**config.mk**
```make
export PLATFORM = sky130hd
export DESIGN_NAME = alu_control_seq
export DESIGN_NICKNAME = d
export VERILOG_FILES = /design/src/rtl/alu_ctrl_pkg.sv /design/src/rtl/alu_op_decode.sv /design/src/rtl/alu_control_seq.sv
export SDC_FILE = /design/constraint.sdc
export NUM_CORES = 1
export LEC_CHECK = 0
export BUFFER_PORTS_ARGS = -buffer_cell sky130_fd_sc_hd__buf_2
export CORE_MARGIN = 2
export CORE_UTILIZATION = 55
export DETAILED_ROUTE_END_ITERATION = 6
export PLACE_DENSITY = 0.77
export SLEW_MARGIN = 20
export SYNTH_ARGS = -nofsm -noshare
export SYNTH_HDL_FRONTEND = slang
export SYNTH_HIERARCHICAL = 1
export SYNTH_SLANG_ARGS = --single-unit
```
**constraint.sdc**
```tcl
create_clock -name clk -period 2.7 [get_ports clk]
set_input_delay 0 -clock clk [delete_from_list [all_inputs] [get_ports clk]]
set_output_delay 0 -clock clk [all_outputs]
set_load 0.01 [all_outputs]
```
**src/rtl/alu_ctrl_pkg.sv**
```systemverilog
// Shared constants for the ALU control stage: main-control class codes,
// ALU operation codes and the multi-cycle sequencer state.
package alu_ctrl_pkg;

   localparam logic [2:0] ALUOP_R  = 3'b000;
   localparam logic [2:0] ALUOP_I  = 3'b001;
   localparam logic [2:0] ALUOP_U  = 3'b010;
   localparam logic [2:0] ALUOP_LS = 3'b011;
   localparam logic [2:0] ALUOP_B  = 3'b100;

   localparam logic [4:0] OP_ADD    = 5'h00;
   localparam logic [4:0] OP_SUB    = 5'h01;
   localparam logic [4:0] OP_OR     = 5'h02;
   localparam logic [4:0] OP_SLL    = 5'h03;
   localparam logic [4:0] OP_SRL    = 5'h04;
   localparam logic [4:0] OP_LUI    = 5'h05;
   localparam logic [4:0] OP_AND    = 5'h06;
   localparam logic [4:0] OP_XOR    = 5'h07;
   localparam logic [4:0] OP_BEQ    = 5'h08;
   localparam logic [4:0] OP_BNE    = 5'h09;
   localparam logic [4:0] OP_BLT    = 5'h0A;
   localparam logic [4:0] OP_BGE    = 5'h0B;
   localparam logic [4:0] OP_SRA    = 5'h0C;
   localparam logic [4:0] OP_SLT    = 5'h0D;
   localparam logic [4:0] OP_SLTU   = 5'h0E;
   localparam logic [4:0] OP_BLTU   = 5'h0F;
   localparam logic [4:0] OP_BGEU   = 5'h10;
   localparam logic [4:0] OP_MUL    = 5'h11;

   typedef enum logic {ST_RUN = 1'b0, ST_MC_WAIT = 1'b1} state_e;

endpackage

```
**src/rtl/alu_op_decode.sv**
```systemverilog
// Combinational decode of {funct7, class, funct3} into an ALU op code plus
// illegal / multiply / divide flags.
module alu_op_decode
   import alu_ctrl_pkg::*;
#(
   parameter int ALU_OP_W = 5,
   parameter bit ENABLE_M = 1'b1
) (
   input  logic [6:0]          funct7_i,
   input  logic [2:0]          alu_op_i,
   input  logic [2:0]          funct3_i,
   output logic [ALU_OP_W-1:0] op_o,
   output logic                illegal_o,
   output logic                is_mul_o,
   output logic                is_div_o
);

   logic [4:0] code;
   logic       ill;

   always_comb begin
      code     = OP_ADD;
      ill      = 1'b0;
      is_mul_o = 1'b0;
      is_div_o = 1'b0;
      case (alu_op_i)
         ALUOP_R: begin
            if (funct7_i == 7'h00) begin
               case (funct3_i)
                  3'b000:  code = OP_ADD;
                  3'b001:  code = OP_SLL;
                  3'b010:  code = OP_SLT;
                  3'b011:  code = OP_SLTU;
                  3'b100:  code = OP_XOR;
                  3'b101:  code = OP_SRL;
                  3'b110:  code = OP_OR;
                  default: code = OP_AND;
               endcase
            end else if (funct7_i == 7'h20 && funct3_i == 3'b000) begin
               code = OP_SUB;
            end else if (funct7_i == 7'h20 && funct3_i == 3'b101) begin
               code = OP_SRA;
            end else if (funct7_i == 7'h01 && ENABLE_M) begin
               // M ops are contiguous from MUL; funct3[2] splits mul from div
               code     = OP_MUL + {2'b00, funct3_i};
               is_mul_o = ~funct3_i[2];
               is_div_o = funct3_i[2];
            end else begin
               ill = 1'b1;
            end
         end
         ALUOP_I: begin
            case (funct3_i)
               3'b000:  code = OP_ADD;
               3'b010:  code = OP_SLT;
               3'b011:  code = OP_SLTU;
               3'b100:  code = OP_XOR;
               3'b110:  code = OP_OR;
               3'b111:  code = OP_AND;
               3'b001: begin
                  code = OP_SLL;
                  ill  = (funct7_i != 7'h00);
               end
               default: begin
                  if (funct7_i == 7'h00)      code = OP_SRL;
                  else if (funct7_i == 7'h20) code = OP_SRA;
                  else                        ill  = 1'b1;
               end
            endcase
         end
         ALUOP_U:  code = OP_LUI;
         ALUOP_LS: code = OP_ADD;
         ALUOP_B: begin
            case (funct3_i)
               3'b000:  code = OP_BEQ;
               3'b001:  code = OP_BNE;
               3'b100:  code = OP_BLT;
               3'b101:  code = OP_BGE;
               3'b110:  code = OP_BLTU;
               3'b111:  code = OP_BGEU;
               default: ill  = 1'b1;
            endcase
         end
         default: ill = 1'b1;
      endcase
      if (ill) code = OP_ADD;
   end

   assign op_o      = ALU_OP_W'(code);
   assign illegal_o = ill;

endmodule

```
**src/rtl/alu_control_seq.sv**
```systemverilog
// ID/EX ALU control register stage with a start/count/busy sequencer that
// holds EX for the latency of multi-cycle multiply and divide operations.
module alu_control_seq
   import alu_ctrl_pkg::*;
#(
   parameter int ALU_OP_W    = 5,
   parameter bit ENABLE_M    = 1'b1,
   parameter int MUL_LATENCY = 3,
   parameter int DIV_LATENCY = 8
) (
   input  logic                clk,
   input  logic                reset,
   input  logic                valid_i,
   input  logic [6:0]          funct7_i,
   input  logic [2:0]          alu_op_i,
   input  logic [2:0]          funct3_i,
   input  logic                stall_i,
   input  logic                flush_i,
   output logic [ALU_OP_W-1:0] alu_operation_o,
   output logic                valid_o,
   output logic                illegal_o,
   output logic                mdu_start_o,
   output logic                busy_o,
   output logic                mc_done_o
);

   localparam int MAX_LAT = (MUL_LATENCY > DIV_LATENCY) ? MUL_LATENCY : DIV_LATENCY;
   localparam int CNT_W   = $clog2(MAX_LAT + 1);
   localparam logic [CNT_W-1:0] MUL_CNT = CNT_W'(MUL_LATENCY - 1);
   localparam logic [CNT_W-1:0] DIV_CNT = CNT_W'(DIV_LATENCY - 1);
   localparam bit MUL_ONE = (MUL_LATENCY == 1);
   localparam bit DIV_ONE = (DIV_LATENCY == 1);

   logic [ALU_OP_W-1:0] dec_op;
   logic                dec_ill, dec_mul, dec_div;

   alu_op_decode #(.ALU_OP_W(ALU_OP_W), .ENABLE_M(ENABLE_M)) u_dec (
      .funct7_i  (funct7_i),
      .alu_op_i  (alu_op_i),
      .funct3_i  (funct3_i),
      .op_o      (dec_op),
      .illegal_o (dec_ill),
      .is_mul_o  (dec_mul),
      .is_div_o  (dec_div)
   );

   state_e              state_q, state_d;
   logic [CNT_W-1:0]    cnt_q, cnt_d;
   logic [ALU_OP_W-1:0] op_q, op_d;
   logic                valid_q, valid_d, ill_q, ill_d;
   logic                start_q, start_d, lat1_q, lat1_d;
   logic                latch, dec_mc, dec_lat1;

   assign dec_mc   = valid_i & ~flush_i & (dec_mul | dec_div);
   assign dec_lat1 = dec_mul ? MUL_ONE : DIV_ONE;

   always_comb begin
      state_d = state_q;
      cnt_d   = cnt_q;
      op_d    = op_q;
      valid_d = valid_q;
      ill_d   = ill_q;
      start_d = 1'b0;
      lat1_d  = lat1_q;
      latch   = 1'b0;
      if (state_q == ST_RUN) begin
         latch = ~stall_i;
      end else if (cnt_q != '0) begin
         cnt_d = cnt_q - 1'b1;
      end else begin
         latch = ~stall_i;
      end
      // leaving MC_WAIT and accepting the next ID instruction share one edge
      if (latch) begin
         op_d    = valid_i ? dec_op : '0;
         ill_d   = valid_i & dec_ill;
         valid_d = valid_i & ~flush_i;
         start_d = dec_mc;
         lat1_d  = dec_mc & dec_lat1;
         cnt_d   = dec_mc ? (dec_mul ? MUL_CNT : DIV_CNT) : '0;
         state_d = (dec_mc && !dec_lat1) ? ST_MC_WAIT : ST_RUN;
      end
   end

   always_ff @(posedge clk) begin
      if (!reset) begin
         state_q <= ST_RUN;
         cnt_q   <= '0;
         op_q    <= '0;
         valid_q <= 1'b0;
         ill_q   <= 1'b0;
         start_q <= 1'b0;
         lat1_q  <= 1'b0;
      end else begin
         state_q <= state_d;
         cnt_q   <= cnt_d;
         op_q    <= op_d;
         valid_q <= valid_d;
         ill_q   <= ill_d;
         start_q <= start_d;
         lat1_q  <= lat1_d;
      end
   end

   assign alu_operation_o = op_q;
   assign valid_o         = valid_q;
   assign illegal_o       = ill_q;
   assign mdu_start_o     = start_q;
   assign busy_o          = (state_q == ST_MC_WAIT) && (cnt_q != '0 || stall_i);
   // single-cycle ops never enter MC_WAIT, so their result is ready with the start pulse
   assign mc_done_o       = ((state_q == ST_MC_WAIT) && cnt_q == '0) || (start_q && lat1_q);

endmodule

```
==> flow_summary.ini, run 1 <==
[synthesis]
avgSynthCellArea_um2 = 7.56
ys_seq_area_share_pct = 19.2
yosys_warnings = 6
synth-main-ff-cell = dfxtp_1
postSynth.asyncResetShare_pct = 0
synth_cells = 179
synth-seq-cells = 13
synth_fp_nets = 206
synth.distinct_cells = 49
synth_edf_count = 0
synth.cell_area_um2 = 1350

[critical_path]
worst_setup_path_start_kind = input pin
cp.arrival_ns = 2.31
required_ns = 2.89
critPathSlowestCell = or4_4
path_cells = buf_2, or4_4, or2_0, or4_1, nor3_1, nor4bb_1, o21ai_1, a221oi_1
slowest_delay_ns = 0.54
worstSetupPathType = input pin to flip-flop
cp_max_fo = 6
cp-end-kind = flip-flop

[timing]
rsz0062_at_grt = no
period_share_pct = 78.4
drv_slew = 0
finalSetupTns_ns = 0
worst_slew_pin_slew_ns = 0.534
slew_headroom_pct = 63.5
fin_skew_ns = 0.00463
fin_crit_ns = 2.12
setup_viol = 0
fmax_mhz = 472
finalHoldViolCount = 0

[cts]
clkSinkCount = 13
clk_path_buf_depth = 2
cts_tree = done
cts_inserted_buffers = 3
clk_latency_ns = 0.28
cts_root_buffer = clkbuf_4
cts_htree_levels = 1
clk_pin_slew_worst_paths_ns = 0.08

[finish]
fill_cells = 199
final_util_pct = 65.9
layout_commonest_cell = buf_2
mostFrequentLayoutCells = buf_2, nor2_1, a21oi_1
n_antenna_cell = 0
post_layout_nonfiller_instances = 227
syn2layout_area_growth_pct = 10.8
layout-drive-gt1-share_pct = 18.6
layout.nets = 227

[global_route]
gr-total-overflow = 0
grt_max_degree = 20
grt_pass1_vias = 1275
grt.total_usage_pct = 26.6
grt_pass1_wl_um = 5700
antenna_found_initial = 0

[place]
numPortBuffers = 27
post-dp-hpwl_um = 2620
gp_congestion = 0.970
dp.cells = 222

[floorplanning]
die_height_um = 53.6
start_util_pct = 59.5
die_area_um2 = 2870
num_rows = 17
ios = 28
fp.dieW_um = 53.6
core_um2 = 2280

[power_and_ir_drop]
ir_worst_vdd_mv = 0.268
p_leak_uw = 0.000606
p_per_area_nw_per_um2 = 299

[run_status]
status = completed

[route]
wl_um = 3460
drt_pass1_iterations = 4
drtIter0Drc = 63
ant_nets = 0
vias = 1455
routedWlPerCell_um = 15.2
drc_errors = 0
via_per_inst = 6.41

[flow_run]
drv_cap = 0

[min_path]
holdCritPathClass = input pin to flip-flop
==> kinds of logic (layout without fill, tap and decap cells) <==
logic type | Yosys count | count (layout) | share of synthesized area (%)
AO/OA/AOI/OAI | 62 | 62 | 33.0
adder cells (fa/ha/maj) | 9 | 9 | 8.32
buffers and inverters | 20 | 40 | 6.65
flip-flops | 13 | 13 | 19.2
multiplexers | 3 | 3 | 2.22
AND/OR/NAND/NOR | 72 | 72 | 30.6
==> critical path, delay by kind of cell <==
family	cells	cell delay (ns)
simple gates	5	1.84
compound gates	2	0.37
buf+inv	1	0.10
==> per-layer routing <==
metal / track usage (%) / part of all wire (%)
met4: 13.7 / 3.8
met3: 1.39 / 5.3
met5: 0 / 0
met1: 34.6 / 43
met2: 44.4 / 48
==> area by class of cell <==
cell class                 instances  area [um^2]  share of cell area (%)
tap                               28         35.0                    2.34
inverter                           8         30.0                    2.00
multi-input combinational        146         1000                    66.9
timing repair buffer              28          145                    9.67
clock buffer                       4         26.3                    1.75
sequential                        13          260                    17.3
==> state kept, by name, summed over array words and instances (netlist names) <==
| signal | flops |
|---|---|
| alu_operation_o | 5 |
| cnt_q | 4 |
| illegal_o | 1 |
| mdu_start_o | 1 |
| state_q | 1 |
| valid_o | 1 |
==> Yosys cell counts, types with 7 or more instances <==
master / number / area, um^2
a21oi_1: 17 / 85.1
clkbuf_1: 7 / 26.3
dfxtp_1: 13 / 260
ha_1: 9 / 113
inv_1: 8 / 30.0
nand3_1: 11 / 55.1
nor2_1: 17 / 63.8
nor3_1: 7 / 35.0
o211ai_1: 8 / 60.1
==> path summary, 6_finish.rpt <==
kind,slack [ns],depth (start not counted),start,end
max,0.58,8,funct7_i[3],cnt_q[2]
max reg2reg,0.90,4,cnt_q[0],mdu_start_o
min,0.07,4,flush_i,cnt_q[0]
min reg2reg,0.47,2,alu_operation_o[3],alu_operation_o[3]
==> report_power, final <==
part	switching [uW]	internal (uW)	total, uW
clock network	63.8	57.4	121
registers	2.07	194	196
logic	81.7	49.4	131
==> stage by stage <==
| stage | hold WS, ns | setup WS, ns | total power (uW) | instance area [um^2] |
|---|---|---|---|---|
| 2_1_floorplan | 0.118 | 0.549 | 290 | 1350 |
| 3_3_place_gp | 0.235 | 0.357 | 322 | 1460 |
| 3_5_place_dp | 0.246 | 0.314 | 327 | 1460 |
| 4_1_cts | 0.0693 | 0.586 | 447 | 1500 |
| 5_1_grt | 0.0954 | 0.382 | 473 | 1500 |
| 6_report | 0.0698 | 0.583 | 448 | 1500 |
==> timing repair <==
action	4_1_cts	5_1_grt
endpoints found under the setup margin	0	0
resized for setup	0	0
hold endpoints to repair	2	0
hold buffers	1	0
setup buffers	0	0
(Power assumes the default switching activity.)
==> run 2, diff against run 1 <==
CORE_UTILIZATION = 49   (was 55)
PLACE_DENSITY = 0.72   (was 0.77)
clock period = 1.8 ns   (was 2.7 ns; I/O delays follow)
==> flow_summary.ini, run 2 (synthesized netlist as in run 1, its figures left out) <==
[timing]
fin_ws_ns = -0.176
rsz0062_at_grt = yes
whs_ns = 0.0562
drv_slew = 0
fin_crit_ns = 1.98
period_share_pct = 110
slew_headroom_pct = 65.8
setup_viol = 9
finalHoldViolCount = 0
fin_skew_ns = 0.00148
fmax_mhz = 506
worst_slew_pin_slew_ns = 0.511

[power_and_ir_drop]
ir_worst_vdd_mv = 0.457
intPower_uw = 489
p_leak_uw = 0.000782
finalPower_uw = 747
switching_share_pct = 34.6
power.share.sequential_pct = 39.4
clock_power_share_pct = 25.5
p_comb_share_pct = 35.1
p_switching_uw = 258
p_per_area_nw_per_um2 = 404

[critical_path]
cp_max_fo = 4
path_cells = buf_6, or4_4, or2_4, or4_4, buf_4, nor3_4, buf_6, nor4bb_4, o21ai_2, a31oi_1
required_ns = 1.96
worst_setup_path_start_kind = input pin
cp-end-kind = flip-flop
worstSetupPathType = input pin to flip-flop
critPathSlowestCell = or4_4
cp.arrival_ns = 2.13
slowest_delay_ns = 0.52

[finish]
layout.nets = 255
finalInstanceArea_um2 = 1850
mostFrequentLayoutCells = buf_2, buf_4, a21oi_1
n_antenna_cell = 0
fill_cells = 218
syn2layout_area_growth_pct = 36.6
seq_area_um2 = 260
multi_input_area_um2 = 1120
largest_register_ffs = 5
final_util_pct = 68.8
layout-drive-gt1-share_pct = 36.6

[cts]
clk_pin_slew_worst_paths_ns = 0.08
clk_path_buf_depth = 2
cts_tree = done
cts_root_buffer = clkbuf_4
cts_htree_levels = 1
cts_inserted_buffers = 3
clk_latency_ns = 0.29
clkSinkCount = 13

[global_route]
antenna_found_initial = 0
use_met1_pct = 31.3
gr-total-overflow = 0
grt.total_usage_pct = 25.1
met3_usage_pct = 4.84
grt_pass1_wl_um = 6510
grt_max_degree = 12
top_usage_layer = met2
grt_pass1_vias = 1509
grt_use_met2_pct = 43.0

[place]
dpl_cell_area_um2 = 1650
post-dp-hpwl_um = 2990
gp_congestion = 0.880
numPortBuffers = 27

[route]
ant_nets = 0
drtIter0Drc = 42
drc_errors = 0
vias = 1615
routedWlPerCell_um = 16.9
wl_um = 4360
drt_pass1_iterations = 4
via_per_inst = 6.26

[floorplanning]
fp.dieW_um = 56.6
start_util_pct = 50.4
die_height_um = 56.6
num_rows = 19
ios = 28
core_um2 = 2690
die_area_um2 = 3200

[min_path]
holdCritPathClass = input pin to flip-flop

[flow_run]
drv_cap = 0

[run_status]
status = finished, violations left
failed_checks = negative setup slack
-- run 2: final cells by class --
| class | count | area share, % |
|---|---|---|
| Clock buffer | 4 | 1.42 |
| Tap cell | 31 | 2.10 |
| Inverter | 8 | 1.62 |
| Multi-Input combinational cell | 146 | 60.8 |
| Timing Repair Buffer | 56 | 20.0 |
| Sequential cell | 13 | 14.1 |
-- run 2: critical path, delay by kind of cell --
| kind | cells | cell delay (ns) |
|---|---|---|
| AO/OA/AOI/OAI | 2 | 0.19 |
| AND/OR/NAND/NOR | 5 | 1.53 |
| buffers and inverters | 3 | 0.40 |
-- run 2: per-layer routing --
metal,part of all wire [%],vias up
met4,2.0,0
met2,51,71
li1,-,767
met5,0,-
met3,6.5,11
met1,41,766
-- run 2: path summary, 6_finish.rpt --
path	start	to	slack, ns	cells past startpoint
setup / recovery	funct7_i[3]	cnt_q[0]	-0.18	10
hold / removal	flush_i	cnt_q[2]	0.06	4
setup reg to reg	cnt_q[0]	cnt_q[1]	0.08	5
hold reg to reg	alu_operation_o[4]	alu_operation_o[4]	0.47	2
-- run 2: timing repair --
item / CTS / global route
buffers inserted: 1 / 4
pin swaps: 3 / 9
endpoints found under the setup margin: 9 / 9
hold buffers: 1 / 0
resized for setup: 6 / 21
endpoints found under the hold margin: 2 / 0
-- run 2: metrics by stage --
step	setup slack [ns]	setup TNS [ns]	cells
2_1_floorplan	-0.248	-1.06	179
4_1_cts	-0.132	-0.288	254
3_5_place_dp	-0.476	-3.66	248
5_1_grt	-0.198	-1.42	258
6_report	-0.176	-0.964	258
3_3_place_gp	-0.397	-2.94	248
-- run 2: power by group through the flow --
| stage | Combinational, uW | Sequential [uW] | Clock (uW) |
|---|---|---|---|
| after floorplan | 133 | 302 | 0 |
| after global placement | 220 | 301 | 0 |
| after detailed placement | 227 | 301 | 0 |
| after CTS | 234 | 294 | 186 |
| after global routing | 282 | 295 | 203 |
| final | 262 | 294 | 190 |
